File: config.mk
export PLATFORM = sky130hd
export DESIGN_NAME = reg_check_monitor
export DESIGN_NICKNAME = d
export VERILOG_FILES = /design/src/rtl/reg_check_pkg.sv /design/src/rtl/shadow_regfile.sv /design/src/rtl/reg_check_monitor.sv
export SDC_FILE = /design/constraint.sdc
export NUM_CORES = 2
export LEC_CHECK = 0
export BUFFER_PORTS_ARGS = -buffer_cell sky130_fd_sc_hd__buf_2
export CAP_MARGIN = 0
export CORE_ASPECT_RATIO = 0.5
export CORE_MARGIN = 2
export CORE_UTILIZATION = 40
export CTS_BUF_LIST = sky130_fd_sc_hd__clkbuf_4
export DETAILED_ROUTE_END_ITERATION = 8
export SYNTH_ARGS = -nofsm -noshare
export SYNTH_HDL_FRONTEND = slang
export SYNTH_HIERARCHICAL = 1
export SYNTH_SLANG_ARGS = --single-unit
File: constraint.sdc
create_clock -name clk -period 40.9 [get_ports clk]
set_clock_uncertainty 0.1 [all_clocks]
set_input_delay 2.045 -clock clk [delete_from_list [all_inputs] [get_ports clk]]
set_output_delay 2.045 -clock clk [all_outputs]
set_load 0.05 [all_outputs]
File: src/rtl/reg_check_pkg.sv
// Shared encodings for the register check monitor: entry kinds, FSM states,
// and CPU register file geometry.
package reg_check_pkg;

  localparam int NUM_REGS = 32;
  localparam int REG_AW   = 5;

  typedef enum logic {
    KIND_WAIT  = 1'b0,
    KIND_CHECK = 1'b1
  } entry_kind_e;

  typedef enum logic [1:0] {
    ST_IDLE = 2'd0,
    ST_RUN  = 2'd1,
    ST_PASS = 2'd2,
    ST_FAIL = 2'd3
  } state_e;

endpackage

File: src/rtl/shadow_regfile.sv
// Shadow copy of the CPU integer register file: one write port fed by the
// writeback bus, one asynchronous read port. Register 0 is hardwired to zero.
module shadow_regfile
  import reg_check_pkg::*;
#(
  parameter int XLEN = 32
) (
  input  logic              clk,
  input  logic              rst,
  input  logic              we,
  input  logic [REG_AW-1:0] waddr,
  input  logic [XLEN-1:0]   wdata,
  input  logic [REG_AW-1:0] raddr,
  output logic [XLEN-1:0]   rdata
);

  logic [XLEN-1:0] mem [NUM_REGS];

  always_ff @(posedge clk or posedge rst) begin
    if (rst) begin
      for (int i = 0; i < NUM_REGS; i++) mem[i] <= '0;
    end else if (we && (waddr != '0)) begin
      mem[waddr] <= wdata;
    end
  end

  assign rdata = (raddr == '0) ? '0 : mem[raddr];

endmodule

File: src/rtl/reg_check_monitor.sv
// Walks a table of WAIT/CHECK entries against the shadow register file and
// reports PASS, a CHECK mismatch, or a timeout.
module reg_check_monitor
  import reg_check_pkg::*;
#(
  parameter int XLEN           = 32,
  parameter int DEPTH          = 8,
  parameter int TIMEOUT_CYCLES = 1000
) (
  input  logic                       clk,
  input  logic                       rst,
  input  logic                       wb_we,
  input  logic [REG_AW-1:0]          wb_addr,
  input  logic [XLEN-1:0]            wb_data,
  input  logic                       cfg_we,
  input  logic [$clog2(DEPTH)-1:0]   cfg_idx,
  input  logic                       cfg_kind,
  input  logic [REG_AW-1:0]          cfg_reg,
  input  logic [XLEN-1:0]            cfg_value,
  input  logic [$clog2(DEPTH):0]     num_entries,
  input  logic                       start,
  output logic                       busy,
  output logic                       done,
  output logic                       pass,
  output logic                       fail_timeout,
  output logic [$clog2(DEPTH)-1:0]   fail_idx,
  output logic [XLEN-1:0]            fail_got,
  output logic [XLEN-1:0]            fail_expected,
  output logic [$clog2(DEPTH):0]     checks_passed
);

  localparam int AW = $clog2(DEPTH);
  localparam int PW = AW + 1;
  localparam int TW = $clog2(TIMEOUT_CYCLES + 1);

  state_e            state_q, state_d;
  entry_kind_e       kind_q [DEPTH];
  logic [REG_AW-1:0] reg_q  [DEPTH];
  logic [XLEN-1:0]   val_q  [DEPTH];
  logic [PW-1:0]     ptr_q, num_q;
  logic [TW-1:0]     tmr_q;

  logic              cfg_ok;
  logic [AW-1:0]     cur_idx;
  logic [XLEN-1:0]   shadow_val;
  logic              in_range, match, adv, mismatch, complete, tmo;

  assign cfg_ok = cfg_we && (state_q != ST_RUN);

  // Entry kinds come out of reset as WAIT; register/value fields are plain data.
  always_ff @(posedge clk or posedge rst) begin
    if (rst) begin
      for (int i = 0; i < DEPTH; i++) kind_q[i] <= KIND_WAIT;
    end else if (cfg_ok) begin
      kind_q[cfg_idx] <= entry_kind_e'(cfg_kind);
    end
  end

  always_ff @(posedge clk) begin
    if (cfg_ok) begin
      reg_q[cfg_idx] <= cfg_reg;
      val_q[cfg_idx] <= cfg_value;
    end
  end

  assign cur_idx = ptr_q[AW-1:0];

  shadow_regfile #(.XLEN(XLEN)) u_shadow (
    .clk   (clk),
    .rst   (rst),
    .we    (wb_we),
    .waddr (wb_addr),
    .wdata (wb_data),
    .raddr (reg_q[cur_idx]),
    .rdata (shadow_val)
  );

  assign in_range = ptr_q < num_q;
  assign match    = shadow_val == val_q[cur_idx];
  assign adv      = in_range && match;
  assign mismatch = in_range && (kind_q[cur_idx] == KIND_CHECK) && !match;
  assign complete = !in_range || (adv && ((ptr_q + PW'(1)) == num_q));
  assign tmo      = tmr_q == TW'(TIMEOUT_CYCLES - 1);

  always_ff @(posedge clk or posedge rst) begin
    if (rst) state_q <= ST_IDLE;
    else     state_q <= state_d;
  end

  // Mismatch beats completion, completion beats timeout.
  always_comb begin
    state_d = state_q;
    case (state_q)
      ST_RUN: begin
        if (mismatch)      state_d = ST_FAIL;
        else if (complete) state_d = ST_PASS;
        else if (tmo)      state_d = ST_FAIL;
      end
      default: if (start) state_d = ST_RUN;
    endcase
  end

  always_ff @(posedge clk or posedge rst) begin
    if (rst) begin
      num_q         <= '0;
      ptr_q         <= '0;
      tmr_q         <= '0;
      checks_passed <= '0;
      fail_timeout  <= 1'b0;
      fail_idx      <= '0;
      fail_got      <= '0;
      fail_expected <= '0;
    end else if (state_q != ST_RUN) begin
      if (start) begin
        num_q         <= num_entries;
        ptr_q         <= '0;
        tmr_q         <= '0;
        checks_passed <= '0;
        fail_timeout  <= 1'b0;
        fail_idx      <= '0;
        fail_got      <= '0;
        fail_expected <= '0;
      end
    end else begin
      tmr_q <= tmr_q + TW'(1);
      if (mismatch) begin
        fail_timeout  <= 1'b0;
        fail_idx      <= cur_idx;
        fail_got      <= shadow_val;
        fail_expected <= val_q[cur_idx];
      end else begin
        if (adv) ptr_q <= ptr_q + PW'(1);
        if (adv && (kind_q[cur_idx] == KIND_CHECK)) checks_passed <= checks_passed + PW'(1);
        if (!complete && tmo) begin
          fail_timeout  <= 1'b1;
          fail_idx      <= cur_idx;
          fail_got      <= shadow_val;
          fail_expected <= val_q[cur_idx];
        end
      end
    end
  end

  assign busy = state_q == ST_RUN;
  assign done = (state_q == ST_PASS) || (state_q == ST_FAIL);
  assign pass = state_q == ST_PASS;

endmodule

* Yosys cells after proc, flatten, opt, wreduce, memory -nomap -nowiden *
Memory sizes are Yosys's and may differ from the RTL's.
Cells that the tools add are included.

storage, ports and cells
  flip-flop bits (word level) = 1124
  bits in writable memories = 296
  output and inout port bits = 75
  word-level logic and storage cells = 145
  memories = 2

cells by class
  add/sub/neg operators = 3
  magnitude comparators = 7
  eq/ne operators = 10
  mux-type cells = 44
  bitwise operators = 4
  reductions and logical operators = 26

memory list
  name   words  width  rd ports  clocked after memory_dff  wr ports  RTL line                 text
  val_q  8      32     1         0                         1         reg_check_monitor.sv:39  logic [XLEN-1:0] val_q [DEPTH];
  reg_q  8      5      1         0                         1         reg_check_monitor.sv:38  logic [REG_AW-1:0] reg_q [DEPTH];

operators with widths
  cell                                                                           number
  1024-bit bitwise mux                                                           1
  32-bit 2-to-1 mux                                                              11
  32-bit binary-select mux with 5-bit select                                     1
  32-bit demux with 5-bit select                                                 1
  32-bit == test                                                                 1
  4-bit 2-to-1 mux                                                               7
  10-bit 2-to-1 mux                                                              2
  6-bit >= comparator (second input constant)                                    2
  3-bit 2-to-1 mux                                                               4
  5-bit inverter with 6-bit output                                               2
  10-bit by 1-bit adder with 10-bit output (second input constant)               1
  10-bit == test (second input constant)                                         1
  1-bit logical AND                                                              10
  2-bit 2-to-1 mux                                                               5
  1-bit 2-to-1 mux                                                               9
  4-bit by 1-bit adder with 4-bit output (second input constant)                 2
  8-bit bitwise mux                                                              1
  4-bit >= comparator (second input constant)                                    2
  3-bit inverter with 4-bit output                                               2
  6-bit by 1-bit less-than comparator with 1-bit output (second input constant)  1
  2-bit AND reduction                                                            3
  3-bit AND reduction                                                            2
  2-bit nonzero test                                                             3
  5-bit zero test                                                                1
  14 further kinds                                                               19

* Depth between registers and ports, before layout *
An unclocked memory read counts as a cell.

  depth in word-level cells = 15
  mapped depth = 24
  mapped depth without buffers = 14

* By module *
The synthesis kept the hierarchy.

by module, submodules not included
  module             instances  cells each  area each (µm²)
  shadow_regfile     1          2950        46567.2
  reg_check_monitor  1          979         16146.7

* Worst setup path before layout *
OpenSTA, ideal clock, no wires.

  path type = input -> register
  start point = in cfg_idx[0]
  end point = reg kind_q[7] in the netlist's numbering
  setup time = 126 ps
  arrival = 5353 ps
  path slack = 35322 ps
  stages on the path = 3
  path through = nand3b_1 nor3_1 mux2_2

between the ends
  cells in the longest elaborated chain, start to end = 6
  elaborated cells on any way between the ends = 7

ends and longest elaborated chain
  what                                                                                                                       RTL line                 text
  start: declaration                                                                                                         reg_check_monitor.sv:16  input logic [$clog2(DEPTH)-1:0] cfg_idx,
  3-bit inverter with 4-bit output (not written as such) *                                                                   reg_check_monitor.sv:55  kind_q[cfg_idx] <= entry_kind_e'(cfg_kind);
  4-bit >= comparator (not written as such) / 4-bit by 1-bit less-than comparator with 1-bit output (equally long branches)  reg_check_monitor.sv:55
  1-bit logical AND (not written as such)                                                                                    reg_check_monitor.sv:55
  1-bit 2-to-1 mux (not written as such)                                                                                     reg_check_monitor.sv:55
  1-bit demux with 3-bit select *                                                                                            reg_check_monitor.sv:55
  8-bit bitwise mux *                                                                                                        reg_check_monitor.sv:55
  end signal: indexed assignment                                                                                             reg_check_monitor.sv:55
  end: declaration                                                                                                           reg_check_monitor.sv:37  entry_kind_e kind_q [DEPTH];

Mark *: on every way between the ends. The rest lies on a longest branch, timed or not.
A chain may end at the register's enable or synchronous reset.

* Worst setup path in the final report *
  start point = reg ptr_q[1]
  end point = reg fail_expected[7]

between the ends
  cells in the longest elaborated chain, start to end = 14
  elaborated cells on any way between the ends = 30

ends and longest elaborated chain
  what                                                    RTL line                  text
  start: declaration                                      reg_check_monitor.sv:40   logic [PW-1:0] ptr_q, num_q;
  start signal: assignment                                reg_check_monitor.sv:132  if (adv) ptr_q <= ptr_q + PW'(1);
  memory read 8 x 5 bit *                                 --
  5-bit inverter with 6-bit output (not written as such)  shadow_regfile.sv:27      assign rdata = (raddr == '0) ? '0 : mem[raddr];
  32-bit binary-select mux with 5-bit select              shadow_regfile.sv:27
  32-bit 2-to-1 mux (not written as such) (2 in series)   shadow_regfile.sv:27
  32-bit 2-to-1 mux *                                     shadow_regfile.sv:27
  net shadow_val[30]                                      reg_check_monitor.sv:45   logic [XLEN-1:0] shadow_val;
  32-bit == test *                                        reg_check_monitor.sv:79   assign match = shadow_val == val_q[cur_idx];
  1-bit logical AND                                       reg_check_monitor.sv:80   assign adv = in_range && match;
  1-bit logical AND                                       reg_check_monitor.sv:82   assign complete = !in_range || (adv && ((ptr_q + PW'(1)) == num_q));
  1-bit logical OR                                        reg_check_monitor.sv:82
  1-bit zero test                                         reg_check_monitor.sv:134  if (!complete && tmo) begin
  1-bit logical AND                                       reg_check_monitor.sv:134
  3-bit nonzero test (no source line)                     --
  2-bit AND reduction (no source line)                    --
  end signal: assignment                                  reg_check_monitor.sv:130  fail_expected <= val_q[cur_idx];
  end signal: assignment                                  reg_check_monitor.sv:138  fail_expected <= val_q[cur_idx];
  end: declaration                                        reg_check_monitor.sv:28   output logic [XLEN-1:0] fail_expected,

The timed path passes the listed nets; every way through them passes the cells marked *. The select of a mux whose other input is x is not followed.

==> results.ini <==
[final_layout]
finalNetCount=4258
final_common_cell=dfrtp_1
drive_gt1_share_pct=48.1
layout_common_cells=dfrtp_1 (1,121), mux2_2 (998), clkbuf_4 (506), edfxtp_1 (296), mux4_2 (274)
syn2layout_area_growth_pct=10.3
multi_input_area_um2=23700
fillCellCount=14000
register_area_um2=37000
final_area_um2=69200

[sta]
rsz0062_at_grt=no
finalSetupViolations=0
fin_crit_sh_pct=21.1
fin_setup_tns_ns=0
fmax_ghz=0.116
setup_ws_ns=32.28
final.min_clock_period_ns=8.62
tightest_slew_ns=1.45
maxSlewViolCount=0
hold_violations=0
max-slew-margin-rel_pct=2.80

[flow_run]
drv_cap=0

[worst_setup_path]
crit_type=register to register
worstSetupStartpoint=ptr_q[1]
reg2reg_slack_ns=32.28
crit_fanout=67
required_ns=41.89
end_kind=register
r2r_cells=18
reg2reg_from=ptr_q[1]
cp.arrival_ns=9.60
r2r-end=fail_expected[7]
worstSetupStartpointType=register

[detailed_routing]
drc=0
post_drt_wl_per_cell_um=27.4
routed_wl_um=178000
vias=36300
postRouteAntennaNets=0
firstDrtPassIters=5
drt_iter0_markers=2849
viasPerCell=5.61

[floorplanning]
start_util_pct=40.4
num_io_pins=162
die_width_um=564
die_area_um2=160000
core_um2=155000
row_count=102
die_h_um=284

[clock_tree]
cts_setup_buffers=0
htreeDepth=5
cts_resized=0
clkSinkCount=1420
clk_latency_ns=1.32
cts_buffers=354
cts_tree=done
hold_buffers=0
cts_max_path_buffers=4
clk_pin_slew_worst_paths_ns=0.07
root_buffer=clkbuf_4

[power]
peakVddDrop_uv=31.0
power.density_nw_per_um2=51.7
leakage_nw=29.6

[synthesis]
yosysUniqueCellTypes=59
syn_inst=3929
ys.flop_type=dfrtp_1
synth_area_per_cell_um2=16.0
synth_warnings=6
synthArstFlopShare_pct=79.2
postSynthNetCount=4023
synth_edf_count=296
synth-seq-area-share_pct=59.0
syn_area_um2=62700
synth-seq-cells=1420

[global_route]
antenna_found_initial=17
grt_max_degree=172
grt_pass1_wl_um=261000
grt_overflow=0
first_global_vias=38500
grt_use_total_pct=22.3

[placement]
port_buffers=161
placed_area_um2=65100
dp_slack_ns=32.21
place_congestion=0.800
dp_hpwl_um=102000

[worst_hold_path]
hold_depth=0
min_from=u_shadow/mem[1022]
hold_path_class=register to register
worst_hold_path.endpoint=u_shadow/mem[1022]

[run_status]
status=finished clean

-- area by class of cell --
cell class,count,area share [%]
sequential,1420,53.5
timing repair buffer,248,2.24
clock buffer,506,5.49
inverter,47,0.271
multi-input combinational,2093,34.2
antenna,13,0.0470
tap,2080,3.76
clock inverter,63,0.432
-- worst max-delay path, stage by stage, from the launching register on --
cell and delay (ns):
dfrtp_4 1.03, mux4_2 0.36, nand2_1 0.09, nand2_4 0.45, buf_12 0.53, buf_4 0.71, nor2_4 0.23, buf_4 0.36
a221oi_1 0.32, o21ai_1 0.10, a311oi_1 0.64, xnor2_1 0.15, nor4_1 1.09, nand4_1 0.35, nor4_2 0.44, buf_4 0.31
a21oi_4 0.30, buf_4 0.48, mux2i_1 0.21
-- power by group --
| group | internal [W] | switching [W] | total (W) |
|---|---|---|---|
| Clock | 0.000575 | 0.000560 | 0.00113 |
| Combinational | 0.000300 | 0.000338 | 0.000639 |
| Sequential | 0.00168 | 0.000121 | 0.00180 |
| Total | 0.00256 | 0.00102 | 0.00357 |
-- through the flow --
| step | hold slack, ns | utilization (%) | instances | power (W) |
|---|---|---|---|---|
| floorplan | 0.325 | - | 3929 | 0.00229 |
| global placement | 0.260 | 41.9 | 5888 | 0.00244 |
| detailed placement | 0.263 | 41.9 | 5888 | 0.00247 |
| CTS | 0.277 | 44.6 | 6457 | 0.00361 |
| global route | 0.284 | 44.6 | 6466 | 0.00376 |
| finish | 0.273 | 44.6 | 6470 | 0.00357 |
-- logic make-up after synthesis --
family          Yosys count  synth area share, %
compound gates          252                 2.85
xor+xnor                 36                0.503
fa+ha+maj                 7                0.140
buf+inv                 416                 3.63
flops                  1420                 59.0
mux                    1510                 31.6
simple gates            288                 2.21
-- metal layers --
layer	part of all wire (%)	track usage [%]	wire, um	up-vias
li1	-	-	-	15300
met1	43	30.5	76600	19500
met2	47	34.4	82600	1202
met3	7.6	5.76	13500	323
met4	2.7	7.79	4850	6
met5	0.023	0	41	-
-- worst max-delay path by stage --
stage,slack (ns),cells past startpoint,end
after floorplan,9.94,1,u_shadow/mem[0]
after global placement,32.26,18,fail_expected[13]
after detailed placement,32.21,18,fail_expected[4]
after CTS,32.21,18,fail_expected[7]
after global routing,31.79,18,fail_expected[7]
final,32.28,18,fail_expected[7]
-- cells in the mapped netlist (4+ instances only) --
master / count / area (um2)
a211oi_1: 32 / 240
a221oi_1: 26 / 228
a22oi_1: 51 / 383
a311oi_1: 32 / 280
a31oi_1: 4 / 25.0
and2_1: 9 / 56.3
and3_1: 6 / 37.5
buf_2: 94 / 470
buf_4: 47 / 353
buf_6: 52 / 586
clkbuf_1: 171 / 642
dfrtp_1: 1124 / 28100
edfxtp_1: 296 / 8890
ha_1: 7 / 87.6
inv_1: 44 / 165
mux2_1: 40 / 450
mux2_2: 998 / 11200
mux2i_1: 198 / 1980
mux4_2: 274 / 6170
nand2_1: 147 / 552
nand2b_1: 7 / 43.8
nand3_1: 7 / 35.0
nand3b_1: 6 / 45.0
nand4_1: 8 / 50.1
nor2_1: 26 / 97.6
nor2_2: 9 / 56.3
nor2b_1: 39 / 244
nor3_1: 5 / 25.0
nor3b_1: 4 / 30.0
nor4_1: 6 / 37.5
o2111ai_1: 8 / 70.1
o21ai_0: 32 / 160
o21ai_1: 50 / 250
xnor2_1: 34 / 298
-- sequential cells by signal, indices dropped and copies added, names as in the netlist --
name	cells
fail_got	32
state_q	2
val_q	256
kind_q	8
checks_passed	4
ptr_q	4
reg_q	40
u_shadow/mem	1024
num_q	4
fail_expected	32
tmr_q	10
fail_idx	3
fail_timeout	1
(Power assumes the default switching activity.)
